## src/rtl/addsub_pkg.sv

```systemverilog
// ---------------------------------------------------------------------------
// addsub_pkg
// Shared definitions for the sequential add/subtract unit and the ALU
// status register:
//   state_t      - FSM encoding {IDLE, RUN}
//   OP_ADD/OP_SUB- values of the op_sub input
//   FLAG_*       - bit positions in the flag vector {NEG, ZERO, OVER, CARRY}
// ---------------------------------------------------------------------------
package addsub_pkg;

    typedef enum logic {
        IDLE = 1'b0,
        RUN  = 1'b1
    } state_t;

    localparam logic OP_ADD = 1'b0;
    localparam logic OP_SUB = 1'b1;

    localparam int FLAG_CARRY = 0;
    localparam int FLAG_OVER  = 1;
    localparam int FLAG_ZERO  = 2;
    localparam int FLAG_NEG   = 3;
    localparam int FLAG_W     = 4;

endpackage

```

## src/rtl/addsub_seq_slice.sv

```systemverilog
// ---------------------------------------------------------------------------
// addsub_slice
// Combinational SLICE-bit adder with carry-in.
// Ports:
//   a, b     - slice operands (b already inverted for subtraction)
//   cin      - carry into bit 0
//   sum      - slice sum
//   cout     - carry out of the top bit
//   cin_msb  - carry into the top bit (used for signed overflow)
// ---------------------------------------------------------------------------
module addsub_slice #(
    parameter int SLICE = 8
) (
    input  logic [SLICE-1:0] a,
    input  logic [SLICE-1:0] b,
    input  logic             cin,
    output logic [SLICE-1:0] sum,
    output logic             cout,
    output logic             cin_msb
);

    logic [SLICE:0] total;

    assign total = {1'b0, a} + {1'b0, b} + (SLICE+1)'(cin);
    assign sum   = total[SLICE-1:0];
    assign cout  = total[SLICE];
    // The sum bit is a^b^carry_in, so the carry into the top bit falls out
    // of the operands and the sum without a separate chain.
    assign cin_msb = a[SLICE-1] ^ b[SLICE-1] ^ sum[SLICE-1];

endmodule

```

## src/rtl/addsub_seq.sv

```systemverilog
// ---------------------------------------------------------------------------
// addsub_seq
// Multi-cycle add/subtract unit: a WIDTH-bit operation is processed in
// SLICE-bit chunks, one per clock, so wide operands share one narrow adder.
// Ports:
//   clk, rst           - clock (rising edge), asynchronous active-high reset
//   start              - request, accepted only while busy=0
//   a, b               - operands, sampled at acceptance
//   op_sub             - 1: a-b, 0: a+b
//   signed_mode        - 1: two's-complement flags, 0: unsigned flags
//   busy               - operation in progress
//   done               - one-cycle pulse, y and flags valid
//   y                  - result, held until the next operation completes
//   carry/over/zero/neg- status flags
// Optional feature: define ADDSUB_SEQ_SAT_EN to saturate y on overflow
// (carry/over still report the raw event).
// ---------------------------------------------------------------------------
module addsub_seq
    import addsub_pkg::*;
#(
    parameter int WIDTH = 16,
    parameter int SLICE = 8
) (
    input  logic             clk,
    input  logic             rst,
    input  logic             start,
    input  logic [WIDTH-1:0] a,
    input  logic [WIDTH-1:0] b,
    input  logic             op_sub,
    input  logic             signed_mode,
    output logic             busy,
    output logic             done,
    output logic [WIDTH-1:0] y,
    output logic             carry,
    output logic             over,
    output logic             zero,
    output logic             neg
);

    localparam int NSLICE = WIDTH / SLICE;
    localparam int IDX_W  = (NSLICE > 1) ? $clog2(NSLICE) : 1;

    state_t              state, state_next;
    logic                accept, last;
    logic [WIDTH-1:0]    a_sh, b_sh, res;
    logic                cy;
    logic [IDX_W-1:0]    idx;
    logic                sub_r, smode_r;
    logic [FLAG_W-1:0]   flags, flags_next;

    logic [SLICE-1:0]    sum;
    logic                cout, cin_msb;
    logic [WIDTH-1:0]    res_next, y_fin;
    logic                carry_ev, over_ev;

`ifdef ADDSUB_SEQ_SAT_EN
    localparam logic [WIDTH-1:0] SMIN = WIDTH'(1) << (WIDTH-1);
    localparam logic [WIDTH-1:0] SMAX = ~SMIN;

    // Clamp a wrapped result. In signed mode an overflowed result has the
    // wrong sign, so a negative-looking y means positive overflow.
    function automatic logic [WIDTH-1:0] saturate(
        input logic [WIDTH-1:0] v,
        input logic             smode,
        input logic             sub,
        input logic             cy_ev,
        input logic             ov_ev
    );
        if (smode) begin
            if (ov_ev)
                return v[WIDTH-1] ? SMAX : SMIN;
        end else if (cy_ev) begin
            return sub ? '0 : '1;
        end
        return v;
    endfunction
`endif

    addsub_slice #(.SLICE(SLICE)) u_slice (
        .a       (a_sh[SLICE-1:0]),
        .b       (b_sh[SLICE-1:0]),
        .cin     (cy),
        .sum     (sum),
        .cout    (cout),
        .cin_msb (cin_msb)
    );

    always_comb begin
        state_next = state;
        accept     = 1'b0;
        last       = 1'b0;
        case (state)
            IDLE: begin
                if (start) begin
                    accept     = 1'b1;
                    state_next = RUN;
                end
            end
            RUN: begin
                if (idx == IDX_W'(NSLICE-1)) begin
                    last       = 1'b1;
                    state_next = IDLE;
                end
            end
            default: state_next = IDLE;
        endcase
    end

    assign busy = (state == RUN);

    // Result slices enter at the top and shift down, so after the last
    // slice the register holds the whole result in place.
    assign res_next = (res >> SLICE) | (WIDTH'(sum) << (WIDTH-SLICE));

    // With ~b+1 subtraction a missing carry out of the MSB is a borrow.
    assign carry_ev = sub_r ? ~cout : cout;
    assign over_ev  = cin_msb ^ cout;

`ifdef ADDSUB_SEQ_SAT_EN
    assign y_fin = saturate(res_next, smode_r, sub_r, carry_ev, over_ev);
`else
    assign y_fin = res_next;
`endif

    always_comb begin
        flags_next             = '0;
        flags_next[FLAG_CARRY] = ~smode_r & carry_ev;
        flags_next[FLAG_OVER]  = smode_r & over_ev;
        flags_next[FLAG_ZERO]  = (y_fin == '0);
        flags_next[FLAG_NEG]   = smode_r & y_fin[WIDTH-1];
    end

    always_ff @(posedge clk or posedge rst) begin
        if (rst)
            state <= IDLE;
        else
            state <= state_next;
    end

    always_ff @(posedge clk or posedge rst) begin
        if (rst) begin
            a_sh    <= '0;
            b_sh    <= '0;
            res     <= '0;
            cy      <= 1'b0;
            idx     <= '0;
            sub_r   <= 1'b0;
            smode_r <= 1'b0;
            y       <= '0;
            flags   <= '0;
            done    <= 1'b0;
        end else begin
            done <= 1'b0;
            if (accept) begin
                a_sh    <= a;
                b_sh    <= (op_sub == OP_SUB) ? ~b : b;
                cy      <= op_sub;
                idx     <= '0;
                sub_r   <= op_sub;
                smode_r <= signed_mode;
            end else if (state == RUN) begin
                a_sh <= a_sh >> SLICE;
                b_sh <= b_sh >> SLICE;
                res  <= res_next;
                cy   <= cout;
                idx  <= idx + IDX_W'(1);
                if (last) begin
                    y     <= y_fin;
                    flags <= flags_next;
                    done  <= 1'b1;
                end
            end
        end
    end

    assign carry = flags[FLAG_CARRY];
    assign over  = flags[FLAG_OVER];
    assign zero  = flags[FLAG_ZERO];
    assign neg   = flags[FLAG_NEG];

endmodule

```

## config.mk

```make
export PLATFORM = sky130hd
export DESIGN_NAME = addsub_seq
export DESIGN_NICKNAME = d
export VERILOG_FILES = /design/src/rtl/addsub_pkg.sv /design/src/rtl/addsub_seq_slice.sv /design/src/rtl/addsub_seq.sv
export SDC_FILE = /design/constraint.sdc
export NUM_CORES = 1
export LEC_CHECK = 0
export ABC_AREA = 1
export ABC_CLOCK_PERIOD_IN_PS = 5300
export BUFFER_PORTS_ARGS = -buffer_cell sky130_fd_sc_hd__buf_2
export CAP_MARGIN = 30
export CELL_PAD_IN_SITES_DETAIL_PLACEMENT = 0
export CELL_PAD_IN_SITES_GLOBAL_PLACEMENT = 2
export CORE_MARGIN = 10
export CORE_UTILIZATION = 36
export CTS_BUF_LIST = sky130_fd_sc_hd__clkbuf_16
export CTS_CLUSTER_DIAMETER = 150
export DETAILED_ROUTE_END_ITERATION = 7
export HOLD_SLACK_MARGIN = 0.08
export PLACE_DENSITY_LB_ADDON = 0.1
export SYNTH_ARGS = -nofsm -noshare
export SYNTH_HDL_FRONTEND = slang
export SYNTH_HIERARCHICAL = 1
export SYNTH_SLANG_ARGS = --single-unit
```

## constraint.sdc

```tcl
create_clock -name clk -period 5.3 [get_ports clk]
set_clock_uncertainty 0.05 [all_clocks]
set_input_delay 0 -clock clk [delete_from_list [all_inputs] [get_ports clk]]
set_output_delay 0 -clock clk [all_outputs]
set_load 0.05 [all_outputs]
```

; Word-level counts from Yosys, hierarchy flattened
; Cells that the tools add are included.
[op_classes]
addsub = 3
n_mul = 0
div_mod_pow = 0
order_cmp = 0
eq_ne = 0
n_shift = 0
muxes = 19
bitwise = 12
n_reduce_logical = 4
[ops]
columns = op, n
row1 = $mux W16, 5
row2 = $logic_not A16 Y1, 1
row3 = $not A16 Y16, 1
row4 = $or A8 B16 Y16, 1
row5 = $mux W1, 13
row6 = $add A8 B8 Y9, 1
row7 = $add A9 B1 Y9, 1
row8 = $not A1 Y1, 4
row9 = $and A1 B1 Y1, 3
row10 = $reduce_and A3 Y1, 1
row11 = $xor A1 B1 Y1, 3
row12 = $pmux W1 S2, 1
row13 = $reduce_and A2 Y1, 1
row14 = $reduce_bool A2 Y1, 1
row15 = $add A1 B1 Y1 const B, 1
[totals]
ff_bits = 74
latchBits = 0
mem_bits_rw = 0
rom_bits = 0
out_inout_bits = 22
word_cells = 49
memories = 0

; Longest topological paths before layout
[logic_depth]
depth_word = 5
mapped_depth = 13

; By module
; Netlist, hierarchy kept.
[by_module_without_submodules]
columns = mod, instances, cells_per_inst, area_each_um2, seq_area_each_um2
row1 = addsub_seq, 1, 285, 2815.2, 1651.6
row2 = addsub_slice, 1, 59, 370.4, 0.0

; Worst setup path after synthesis
; Ideal clock, no wire load.
[synth_timing]
path_type = reg2reg
startpoint = reg a_sh[0]
endpoint = reg flags[1]
arrival_time_ns = 1.914
t_required_ns = 5.132
setup_slack_ns = 3.218
path_stages_with_launch = 12
period_less_slack_ns = 2.082
path_cell_list = dfrtp_1 fa_1 fa_1 nand2_1 nand2_1 nand3b_1 nand2_1 nand2_1 nand2_1 xor2_1 nand3_1 nand2_1
[synth_via]
elab_cells_between_ends = 5
cone_classes = add/sub: 2 / bitwise: 3
[synth_rtl]
columns = item, line
row1 = "start, declared", addsub_seq.sv:45  ; logic [WIDTH-1:0] a_sh, b_sh, res;
row2 = "start signal, assigned", addsub_seq.sv:162  ; a_sh <= a_sh >> SLICE;
row3 = $add A8 B8 Y9, addsub_seq_slice.sv:24  ; assign total = {1'b0, a} + {1'b0, b} + (SLICE+1)'(cin);
row4 = $add A9 B1 Y9, addsub_seq_slice.sv:24
row5 = net cout, addsub_seq.sv:52  ; logic cout, cin_msb;
row6 = $xor A1 B1 Y1, addsub_seq.sv:117  ; assign over_ev = cin_msb ^ cout;
row7 = $and A1 B1 Y1, addsub_seq.sv:128  ; flags_next[FLAG_OVER] = smode_r & over_ev;
row8 = "end signal, assigned", addsub_seq.sv:169  ; flags <= flags_next;
row9 = "end, declared", addsub_seq.sv:49  ; logic [FLAG_W-1:0] flags, flags_next;
; The timed path passes the listed nets, and every way through them passes these cells.
; A chain may end at the register's enable or synchronous reset.

; Final worst setup path
; Same ends and word-level chain as after synthesis.

==> metrics.txt <==
PD cells=approximately 620 nW/um2; FF+latch area=approximately 1700 um2; Die ar.=~13000 um2; final hold vios=0; total power=~0.0026 W; drt initial violations=~110; initial antenna violation count=0; post-synthesis sequential element count=66; post-synth cell types=34; Worst-Margin Slew=roughly 0.85 ns; Hold Startpoint=op_sub; fraction of layout cells with a size suffix above 1=approximately a fifth; worst path bufs/invs=0; crit-path max FO=3; core footprint=8678 um2; CTS tree=yes; Mapped Avg Cell Area=9.260 um2; Total Routing Usage GR=about an eighth; Slowest-stage cell, CP=fa_1; WHS Endpoint=sub_r; Num CTS Buffers=9; Routed WL=between 7 and 8 mm; FILL cells=860; Port Buffers=58; Multi-input gate area=1284 um2; routability cong.=roughly 0.8; Post-synth EDFFs=0; VDD IR max=about 0.00017 V; clock buffer depth=2; CP startpoint=a_sh[0]; ant diodes=0; area growth from synthesis to layout=32.25%; Mapped Area=roughly 3200 um2; setup TNS=0 ns; first-pass GRT wire length=about 13 mm; root buffer cell=clkbuf_16; RSZ-0062 raised after global routing=false; crit path capture type=flip-flop; largest net degree at the start of global routing=67; max-slew violation count=0; Clock Sinks=between 60 and 70; leak pwr=around 2.1 nW; hold slack=roughly 0.16 ns; Clock Latency Late Sink=about 0.32 ns; DP HPWL=between 5 and 6 mm; reg-to-reg critical path startpoint=a_sh[0]; MaxCap Viol Count=0; asr flop ratio synth=100.0%; status=finished, final reports clean; gate count after technology mapping=approximately 340; # DRC=0; worst hold path depth=3; Initial Utilization=between 30% and 40%; row cnt=34; Post-DRT Antenna Nets=0; nets=490; CP required=around 5.5 ns; global route overflow=0; relative slew slack=between 40% and 50%; post-cts hold buffer count=43; final core occ=between 40% and 50%; CP Cell Sequence=fa_1 > fa_1 > nand2_1 > nand2_1 > nand3b_1 > nand2_1 > nand2_1 > nand2_1 > xor2_1 > nand3_1 > nand2_1; top-level I/O count=approximately 60; worst hold path class=in -> reg; period utilisation layout=a little over two fifths; Die Y=approximately 110 um; vias post-DR=~2500; post-CTS resize count=0; Setup Crit Path Kind=reg -> reg; fin crit period=~2.2 ns; first drt pass iteration count=4; Yosys Warn Count=6; die width=between 100 and 150 um; Routed WL per cell=approximately 14 um; Mapped Nets=just under 400; FMAX=around 450 MHz; register area share after synthesis=51.85%; critical path arrival=approximately 2.4 ns; CP max stage delay=~0.47 ns; H-tree depth=3; Via density=~4.5; worst r2r dst=flags[1]; setup bufs post-CTS=0; reg2reg path depth=11; Worst-path clk slew=around 0.060 ns; Startpoint Class=flip-flop; final setup violation count=0; Top delay family on crit path=adder cells; FF-to-FF setup slack=between 3 and 4 ns; ys flop type=dfrtp_1; CP most frequent cell=nand2_1; number of global-route vias before repair=around 2700
layout make-up:
cell class / count / share of cell area, %
inverters: 31 / 3.000
flip-flops and latches: 66 / 39.20
well taps: 108 / 3.208
multi-input cells: 233 / 30.47
repair buffers: 103 / 17.46
clock buffers: 9 / 5.346
clock inverters: 7 / 1.307
tightest hold or removal path, stage by stage:
cell	delay (ns)
buf_2	0.25
nand2_1	0.18
nand2_1	0.06
how the worst max path moves through the flow:
| stage | to | slack [ns] | cells past startpoint |
|---|---|---|---|
| 6_report | flags[1] | 3.07 | 11 |
| 5_1_grt | flags[2] | 2.87 | 13 |
| 4_1_cts | flags[2] | 3.05 | 13 |
| 3_5_place_dp | flags[2] | 3.07 | 13 |
| 3_3_place_gp | flags[1] | 3.11 | 11 |
| 2_1_floorplan | flags[1] | 3.22 | 11 |
flip-flops by register name, summed over array words and instances, names as in the netlist:
name     count
busy         1
cy           1
flags        4
b_sh        16
y           16
done         1
a_sh        16
idx          1
smode_r      1
sub_r        1
res          8
where the power goes:
| part | total [W] | internal [W] | switching, W |
|---|---|---|---|
| sequential | 0.000826 | 0.000707 | 0.000118 |
| combinational | 0.00122 | 0.000406 | 0.000811 |
| clock | 0.000562 | 0.000355 | 0.000206 |
| total | 0.00260 | 0.00147 | 0.00114 |
layer usage:
layer  wire [um]  global-route usage (%)  vias to the layer above
li1            -                       -                     1307
met1        3614                   16.19                     1152
met2        3548                   19.10                       49
met3         311                   2.830                       10
met4         106                   4.762                        0
met5           0                       0                        -
cells in the mapped netlist (2+ instances only):
cell | instances | share of area (%)
xnor2_1 | 19 | 5.2
nand2_1 | 110 | 13
a21oi_1 | 2 | 0.31
o211ai_1 | 4 | 0.94
a22oi_1 | 9 | 2.1
dfrtp_1 | 66 | 52
ha_1 | 7 | 2.7
fa_1 | 2 | 1.3
nand3_1 | 9 | 1.4
inv_1 | 27 | 3.2
nand3b_1 | 2 | 0.47
a22o_1 | 2 | 0.55
buf_8 | 2 | 0.94
buf_2 | 6 | 0.94
o21ai_2 | 3 | 0.82
buf_6 | 5 | 1.8
o21ai_1 | 11 | 1.7
nor2_1 | 10 | 1.2
o21ai_0 | 29 | 4.6
xor2_1 | 2 | 0.55
nand2_2 | 3 | 0.59
inv_2 | 2 | 0.24
through the flow:
step / cells / cell area, um2 / setup slack [ns]
after floorplan: 344 / 3186 / 3.218
after global placement: 498 / 3502 / 3.110
after detailed placement: 498 / 3502 / 3.072
after CTS: 557 / 4213 / 3.053
after global routing: 557 / 4213 / 2.866
final: 557 / 4213 / 3.071
cells by family after synthesis:
logic type | Yosys count | synth area share, %
buffers and inverters | 45 | 7.856
adder cells (fa/ha/maj) | 9 | 4.006
XOR/XNOR | 21 | 5.774
AND/OR/NAND/NOR | 140 | 18.58
flip-flops | 66 | 51.85
AO/OA/AOI/OAI | 63 | 11.94
cells in the final DEF, fill, tap and decap left out, drive strengths merged, types with 2 or more instances in the layout:
| master | synthesis | final |
|---|---|---|
| clkbuf | 0 | 9 |
| o21ai | 43 | 43 |
| nand3 | 10 | 10 |
| xnor2 | 19 | 19 |
| fa | 2 | 2 |
| buf | 14 | 60 |
| inv | 31 | 35 |
| nor2 | 12 | 12 |
| or2 | 2 | 2 |
| dlygate4sd3 | 0 | 43 |
| a22oi | 10 | 10 |
| clkinv | 0 | 2 |
| dfrtp | 66 | 66 |
| o211ai | 4 | 4 |
| a21oi | 3 | 3 |
| nand2 | 114 | 114 |
| nand3b | 2 | 2 |
| ha | 7 | 7 |
| a22o | 2 | 2 |
| xor2 | 2 | 2 |
Power figures use the tool's default switching activity.
